### config.mk
export PLATFORM = sky130hd
export DESIGN_NAME = reg_file_bypass
export DESIGN_NICKNAME = d
export VERILOG_FILES = /design/src/rtl/reg_file_pkg.sv /design/src/rtl/reg_file_scoreboard.sv /design/src/rtl/reg_file_bypass.sv
export SDC_FILE = /design/constraint.sdc
export NUM_CORES = 2
export LEC_CHECK = 0
export CAP_MARGIN = 20
export CORE_ASPECT_RATIO = 0.6
export CORE_MARGIN = 2
export CORE_UTILIZATION = 35
export CTS_CLUSTER_DIAMETER = 200
export CTS_CLUSTER_SIZE = 40
export DETAILED_ROUTE_END_ITERATION = 7
export PLACE_DENSITY = 0.48
export SETUP_SLACK_MARGIN = 0.05
export SYNTH_ARGS = -nofsm -noshare
export SYNTH_HDL_FRONTEND = slang
export SYNTH_HIERARCHICAL = 1
export SYNTH_SLANG_ARGS = --single-unit
export TNS_END_PERCENT = 20
### constraint.sdc
create_clock -name Clk -period 71.1 [get_ports Clk]
set_input_delay 17.775 -clock Clk [delete_from_list [all_inputs] [get_ports Clk]]
set_output_delay 17.775 -clock Clk [all_outputs]
set_load 0.03 [all_outputs]
### src/rtl/reg_file_pkg.sv
// Shared types, defaults and byte-merge helper for the bypassing register file.
// Latency: n/a (package only).
// Backpressure: n/a (package only).
package reg_file_pkg;

    localparam int ZERO_REG     = 0;
    localparam int DEF_WIDTH    = 32;
    localparam int DEF_DEPTH    = 32;
    localparam int DEF_NUM_READ = 2;

    // Widest data path the merge helper supports; callers zero-extend into it
    // and truncate the result back to their own width.
    localparam int MAX_WIDTH = 128;
    localparam int MAX_BYTES = MAX_WIDTH / 8;

    // Byte-wise select: bytes with be set come from new_v, the rest from old_v.
    // Used identically by the write path and the bypass path so both agree.
    function automatic logic [MAX_WIDTH-1:0] byte_merge(
        input logic [MAX_WIDTH-1:0] old_v,
        input logic [MAX_WIDTH-1:0] new_v,
        input logic [MAX_BYTES-1:0] be
    );
        logic [MAX_WIDTH-1:0] r;
        r = old_v;
        for (int i = 0; i < MAX_BYTES; i++) begin
            if (be[i]) begin
                r[8*i +: 8] = new_v[8*i +: 8];
            end
        end
        return r;
    endfunction

endpackage

### src/rtl/reg_file_scoreboard.sv
// Per-register busy scoreboard: set at issue, cleared by writeback, set wins on collision.
// Latency: busy visible one cycle after issue; RBusy decode is combinational.
// Backpressure: none; flags feed the hazard unit which decides on stalls.
module reg_file_scoreboard
    import reg_file_pkg::*;
#(
    parameter int DEPTH    = DEF_DEPTH,
    parameter int NUM_READ = DEF_NUM_READ,
    parameter int BYPASS   = 1,
    localparam int AW      = $clog2(DEPTH)
) (
    input  logic                   clk_i,
    input  logic                   rst_i,
    input  logic                   set_i,
    input  logic [AW-1:0]          set_idx_i,
    input  logic                   clr_i,
    input  logic [AW-1:0]          clr_idx_i,
    input  logic [NUM_READ*AW-1:0] rn_i,
    output logic [NUM_READ-1:0]    rbusy_o
);

    logic [DEPTH-1:0] busy_q;
    logic [DEPTH-1:0] busy_d;

    // Next busy vector: apply clear first so a same-register set overrides it.
    always_comb begin
        busy_d = busy_q;
        if (clr_i) begin
            busy_d[clr_idx_i] = 1'b0;
        end
        if (set_i) begin
            busy_d[set_idx_i] = 1'b1;
        end
        busy_d[ZERO_REG] = 1'b0;
    end

    // Busy state register; reset clears every producer flag.
    always_ff @(posedge clk_i or posedge rst_i) begin
        if (rst_i) begin
            busy_q <= '0;
        end else begin
            busy_q <= busy_d;
        end
    end

    // A register being written this cycle is forwarded when bypass is on,
    // so it is not reported as a hazard.
    for (genvar k = 0; k < NUM_READ; k++) begin : g_port
        logic [AW-1:0] rn;
        logic          fwd_hit;
        assign rn         = rn_i[k*AW +: AW];
        assign fwd_hit    = (BYPASS != 0) && clr_i && (clr_idx_i == rn);
        assign rbusy_o[k] = !rst_i && busy_q[rn] && !fwd_hit;
    end

endmodule

### src/rtl/reg_file_bypass.sv
// ID-stage register file: byte-enabled write, NUM_READ combinational reads, optional write bypass.
// Latency: reads 0 cycles; writes visible next cycle (same cycle with bypass).
// Backpressure: none; busy flags are exported for load-use stall decisions.
module reg_file_bypass
    import reg_file_pkg::*;
#(
    parameter int WIDTH    = DEF_WIDTH,
    parameter int DEPTH    = DEF_DEPTH,
    parameter int NUM_READ = DEF_NUM_READ,
    parameter int BYPASS   = 1,
    localparam int AW      = $clog2(DEPTH),
    localparam int BW      = WIDTH / 8
) (
    input  logic                      Clk,
    input  logic                      Reset,
    input  logic                      RegWrite,
    input  logic [AW-1:0]             WN,
    input  logic [WIDTH-1:0]          WD,
    input  logic [BW-1:0]             WBE,
    input  logic [NUM_READ*AW-1:0]    RN,
    output logic [NUM_READ*WIDTH-1:0] RD,
    input  logic                      Issue,
    input  logic [AW-1:0]             IssueWN,
    output logic [NUM_READ-1:0]       RBusy
);

    logic [WIDTH-1:0] regs_q [DEPTH];
    logic [WIDTH-1:0] wr_dat_d;
    logic             wr_en;
    logic             issue_en;

    assign wr_en    = RegWrite && (WN != AW'(ZERO_REG));
    assign issue_en = Issue && (IssueWN != AW'(ZERO_REG));
    assign wr_dat_d = WIDTH'(byte_merge(MAX_WIDTH'(regs_q[WN]), MAX_WIDTH'(WD), MAX_BYTES'(WBE)));

    // Storage: merge enabled bytes into the addressed register; register 0 never written.
    always_ff @(posedge Clk or posedge Reset) begin
        if (Reset) begin
            for (int i = 0; i < DEPTH; i++) begin
                regs_q[i] <= '0;
            end
        end else if (wr_en) begin
            regs_q[WN] <= wr_dat_d;
        end
    end

    // Read ports: stored value, overlaid with same-cycle write bytes on a bypass hit.
    for (genvar k = 0; k < NUM_READ; k++) begin : g_rd
        logic [AW-1:0]    rn;
        logic             hit;
        logic [WIDTH-1:0] stored;
        logic [WIDTH-1:0] fwd;
        assign rn     = RN[k*AW +: AW];
        assign stored = regs_q[rn];
        assign hit    = (BYPASS != 0) && RegWrite && !Reset && (WN == rn);
        assign fwd    = hit ? WIDTH'(byte_merge(MAX_WIDTH'(stored), MAX_WIDTH'(WD), MAX_BYTES'(WBE)))
                            : stored;
        assign RD[k*WIDTH +: WIDTH] = (Reset || rn == AW'(ZERO_REG)) ? '0 : fwd;
    end

    reg_file_scoreboard #(
        .DEPTH    (DEPTH),
        .NUM_READ (NUM_READ),
        .BYPASS   (BYPASS)
    ) u_scoreboard (
        .clk_i     (Clk),
        .rst_i     (Reset),
        .set_i     (issue_en),
        .set_idx_i (IssueWN),
        .clr_i     (wr_en),
        .clr_idx_i (WN),
        .rn_i      (RN),
        .rbusy_o   (RBusy)
    );

endmodule

==> implementation parameters <==
Parameter                              Value

Floorplan
  Die Span Y ... 337 um
  Full die area ... 188,000 um2
  Starting utilization of the core area ... 0.352
  Boundary Pins ... 126
  Placeable Area ... 184,000 um2
  FP Rows ... 122
  Die width ... 559 um

Final layout
  Fraction of layout instances using a drive strength above 1 ... 0.164
  Total Nets Final ... 5,863
  Area growth from synthesis to layout ... 6.27%

Clock tree
  Number of gates resized after cts ... 0
  H-Tree Level Count ... 1
  Reg clk slew, reported paths ... 0.16 ns
  CTS Buffer Depth ... 3
  # hold bufs at CTS ... 0
  Clock buffer count from CTS ... 30
  Skew-Pair Late Insertion Delay ... 0.78 ns
  CTS root buf ... sky130_fd_sc_hd__clkbuf_16
  Number of clock sinks ... 1,055
  Clock tree from TritonCTS ... yes
  Post-CTS setup buffer count ... 0

Critical path
  CP Cell Sequence ... clkdlybuf4s50_1 -> inv_8 -> buf_4 -> nand2_2 -> buf_4 -> a21oi_1 -> buf_4 -> o211ai_1 -> o21ai_0 -> clkdlybuf4s50_1
  Critical Setup Path Class ... in -> out
  Worst Reg-to-Reg Cells ... 7
  Startpoint kind of the worst setup timing path ... input pin
  Max incr delay on CP ... 0.80 ns
  Cell repeated most along the worst path ... sky130_fd_sc_hd__buf_4
  Largest driver fanout on the critical path ... 122
  Req. time, crit path ... 53.32 ns
  Slowest cell on crit path ... sky130_fd_sc_hd__buf_4
  Element type at the critical path end ... output pin
  Worst path arrival time ... 22.56 ns

GRT
  Remaining Overflow, GRT ... 0
  Number of global-route vias before repair ... 50,781
  GRT Total Usage ... 0.313
  First-pass GRT wire length ... 421,000 um
  Maximum number of pins on one net before global-route repair ... 126
  Initial antenna violation count ... 15

Timing
  Least setup slack across all paths after layout ... 30.76 ns
  Highest clock frequency the design can meet ... 0.0248 GHz
  Final hold violation count ... 0
  Transition time at the pin with the least slew margin ... 1.25 ns
  RSZ-0062 raised after global routing ... no
  Final Max Slew Viols ... 0
  Final critical-path share of the clock period ... 0.567
  Slew Limit Headroom ... 0.167
  Setup Viol. Count Final ... 0
  Worst Skew ... 0.0421 ns
  Tmin final ... 40.34 ns
  TNS Setup ... 0 ns

Power and ir drop
  Worst IR Drop VDD ... 0.0224 mV
  Leakage power ... 28.6 nW
  Power density of the placed cells ... 22.9 nW/um2

Logic synthesis
  Most used DFF post-synth ... sky130_fd_sc_hd__dfrtp_1
  Number of synthesized register bits ... 1,055
  Number of standard cells after synthesis ... 6,096
  Syn nets ... 6,156
  Synthesized area per cell ... 10.6 um2
  Warnings from Yosys ... 6
  Synth async-reset ratio ... 1.00
  Mapped cell area ... 64,700 um2
  Share of synthesized area occupied by flip-flops and latches ... 0.408
  Number of enable-type register cells in the synthesized netlist ... 0
  Cell variety after synth ... 81

Run status
  Run status ... complete, no violations

Place
  GP Congestion ... 0.915
  Minimum setup slack after placement ... 30.57 ns
  Port Buf Inserts ... 125
  Detailed-placement wirelength estimate ... 182,000 um

Detailed routing
  Total wirelength of the detailed-routed design ... 300,000 um
  Routed length per instance ... 36.2 um
  DRT antenna net count ... 0
  TritonRoute pass-1 iters ... 8
  Vias after detailed routing ... 53,874
  Via-per-instance ratio ... 6.50
  Violation count after the first detailed-route iteration ... 8,017
  Number of remaining DRC errors ... 0

Min path
  Worst hold path depth ... 0
  HP Class ... reg -> reg

Run
  MaxCap Viol Count ... 0
[Yosys cell counts, types with 9 or more instances]
| cell type | instances | share of area |
|---|---|---|
| sky130_fd_sc_hd__nand3_1 | 37 | 0.0029 |
| sky130_fd_sc_hd__nand3b_1 | 14 | 0.0016 |
| sky130_fd_sc_hd__and3_1 | 9 | 0.00087 |
| sky130_fd_sc_hd__nor2b_1 | 28 | 0.0027 |
| sky130_fd_sc_hd__a22o_1 | 9 | 0.0012 |
| sky130_fd_sc_hd__mux4_1 | 36 | 0.015 |
| sky130_fd_sc_hd__mux2i_1 | 512 | 0.079 |
| sky130_fd_sc_hd__nand2b_1 | 10 | 0.00097 |
| sky130_fd_sc_hd__buf_1 | 31 | 0.0018 |
| sky130_fd_sc_hd__buf_6 | 36 | 0.0063 |
| sky130_fd_sc_hd__nand2_1 | 1198 | 0.069 |
| sky130_fd_sc_hd__o221ai_1 | 9 | 0.0012 |
| sky130_fd_sc_hd__a21oi_1 | 148 | 0.011 |
| sky130_fd_sc_hd__clkbuf_2 | 58 | 0.0045 |
| sky130_fd_sc_hd__xnor2_1 | 16 | 0.0022 |
| sky130_fd_sc_hd__o21ai_0 | 943 | 0.073 |
| sky130_fd_sc_hd__a22oi_1 | 116 | 0.013 |
| sky130_fd_sc_hd__o22ai_1 | 84 | 0.0081 |
| sky130_fd_sc_hd__buf_4 | 66 | 0.0077 |
| sky130_fd_sc_hd__nor2_1 | 87 | 0.0050 |
| sky130_fd_sc_hd__dfrtp_1 | 1055 | 0.41 |
| sky130_fd_sc_hd__clkbuf_1 | 320 | 0.019 |
| sky130_fd_sc_hd__inv_1 | 21 | 0.0012 |
| sky130_fd_sc_hd__a311oi_1 | 20 | 0.0027 |
| sky130_fd_sc_hd__o21ai_2 | 94 | 0.013 |
| sky130_fd_sc_hd__buf_2 | 122 | 0.0094 |
| sky130_fd_sc_hd__a211oi_1 | 35 | 0.0041 |
| sky130_fd_sc_hd__o21ai_1 | 153 | 0.012 |
| sky130_fd_sc_hd__a221oi_1 | 143 | 0.019 |
| sky130_fd_sc_hd__mux4_2 | 518 | 0.18 |
| sky130_fd_sc_hd__nor3_1 | 17 | 0.0013 |
| sky130_fd_sc_hd__a221o_1 | 10 | 0.0015 |
| sky130_fd_sc_hd__o211ai_1 | 9 | 0.0010 |
[kinds of logic after synthesis]
logic type                synth area share
buffers and inverters               0.0518
muxes                                0.275
xor gates and xnor gates           0.00271
and+or+nand+nor                     0.0917
DFF                                  0.408
AOI/OAI and AO/OA                    0.171
[sequential cells by signal, summed over array words and instances (netlist names)]
signal	cells
regs_q	1024
u_scoreboard/busy_q	31
[metrics by stage]
stage | std cells | power, mW | util | area (um2) | hold slack (ns)
after global routing | 8284 | 1.65 | 0.374 | 68800 | 0.452
final | 8286 | 1.58 | 0.374 | 68800 | 0.433
after floorplan | 6096 | 1.13 | - | 64700 | 0.455
after global placement | 8229 | 1.28 | 0.367 | 67500 | 0.394
after CTS | 8276 | 1.57 | 0.373 | 68600 | 0.436
after detailed placement | 8244 | 1.29 | 0.368 | 67800 | 0.402
[routing by layer]
layer  routed length, um  share of wire  global-route usage  up-vias
li1                    -              -                   -    22144
met1              131000           0.44               0.459    27731
met2              121000           0.40               0.436     3451
met3               36500           0.12              0.0960      534
met4               11500          0.038               0.102       14
met5                 220        0.00073             0.00600        -
[cell type report]
class	count	area, um2
Fill cell	18194	115000
Timing Repair Buffer	316	3030
Clock inverter	1	30.0
Tap cell	2480	3100
Clock buffer	31	776
Antenna cell	3	7.51
Inverter	25	109
Sequential cell	1055	26400
Multi-Input combinational cell	4375	35300
[cells in the final DEF, fill, tap and decap left out, types with 9 or more instances in the layout]
| master | count |
|---|---|
| sky130_fd_sc_hd__nor2_1 | 80 |
| sky130_fd_sc_hd__a22o_1 | 9 |
| sky130_fd_sc_hd__nand2_1 | 1166 |
| sky130_fd_sc_hd__clkbuf_16 | 32 |
| sky130_fd_sc_hd__o22ai_2 | 9 |
| sky130_fd_sc_hd__buf_4 | 171 |
| sky130_fd_sc_hd__buf_8 | 12 |
| sky130_fd_sc_hd__o221ai_1 | 9 |
| sky130_fd_sc_hd__nand3_1 | 36 |
| sky130_fd_sc_hd__clkdlybuf4s50_1 | 111 |
| sky130_fd_sc_hd__inv_1 | 18 |
| sky130_fd_sc_hd__o21ai_0 | 937 |
| sky130_fd_sc_hd__o21ai_2 | 96 |
| sky130_fd_sc_hd__and3_1 | 9 |
| sky130_fd_sc_hd__a22oi_1 | 116 |
| sky130_fd_sc_hd__o22ai_1 | 81 |
| sky130_fd_sc_hd__mux4_1 | 36 |
| sky130_fd_sc_hd__nand2b_1 | 10 |
| sky130_fd_sc_hd__buf_16 | 9 |
| sky130_fd_sc_hd__a221oi_1 | 143 |
| sky130_fd_sc_hd__a221o_1 | 10 |
| sky130_fd_sc_hd__nand2_4 | 31 |
| sky130_fd_sc_hd__nand3b_1 | 14 |
| sky130_fd_sc_hd__mux4_2 | 518 |
| sky130_fd_sc_hd__a21oi_1 | 148 |
| sky130_fd_sc_hd__mux2i_1 | 512 |
| sky130_fd_sc_hd__o21ai_1 | 157 |
| sky130_fd_sc_hd__nor3_1 | 16 |
| sky130_fd_sc_hd__o211ai_1 | 9 |
| sky130_fd_sc_hd__dfrtp_1 | 1055 |
| sky130_fd_sc_hd__nor2b_1 | 22 |
| sky130_fd_sc_hd__xnor2_1 | 16 |
| sky130_fd_sc_hd__a211oi_1 | 34 |
| sky130_fd_sc_hd__a311oi_1 | 20 |
[path summary, 6_finish.rpt]
check                             start      endpoint  slack (ns)
max                               Reset        RD[18]       30.76
min                        regs_q[1021]  regs_q[1021]        0.43
max reg2reg                 regs_q[916]   regs_q[372]       67.81
min reg2reg                regs_q[1021]  regs_q[1021]        0.43
max in group asynchronous         Reset   regs_q[535]       49.37
min in group asynchronous         Reset   regs_q[351]       17.82
[worst max-delay path: cells and delay by family]
kind / cells / cell delay [ns]
buffers and inverters: 6 / 3.59
AOI/OAI and AO/OA: 3 / 1.08
and+or+nand+nor: 1 / 0.06
[where the power goes]
part	switching, mW	internal [mW]	leakage, nW
registers	0.119	0.708	13.9
logic	0.257	0.211	14.3
clock network	0.204	0.0794	0.393
total	0.579	0.999	28.6
(Power assumes the default switching activity.)
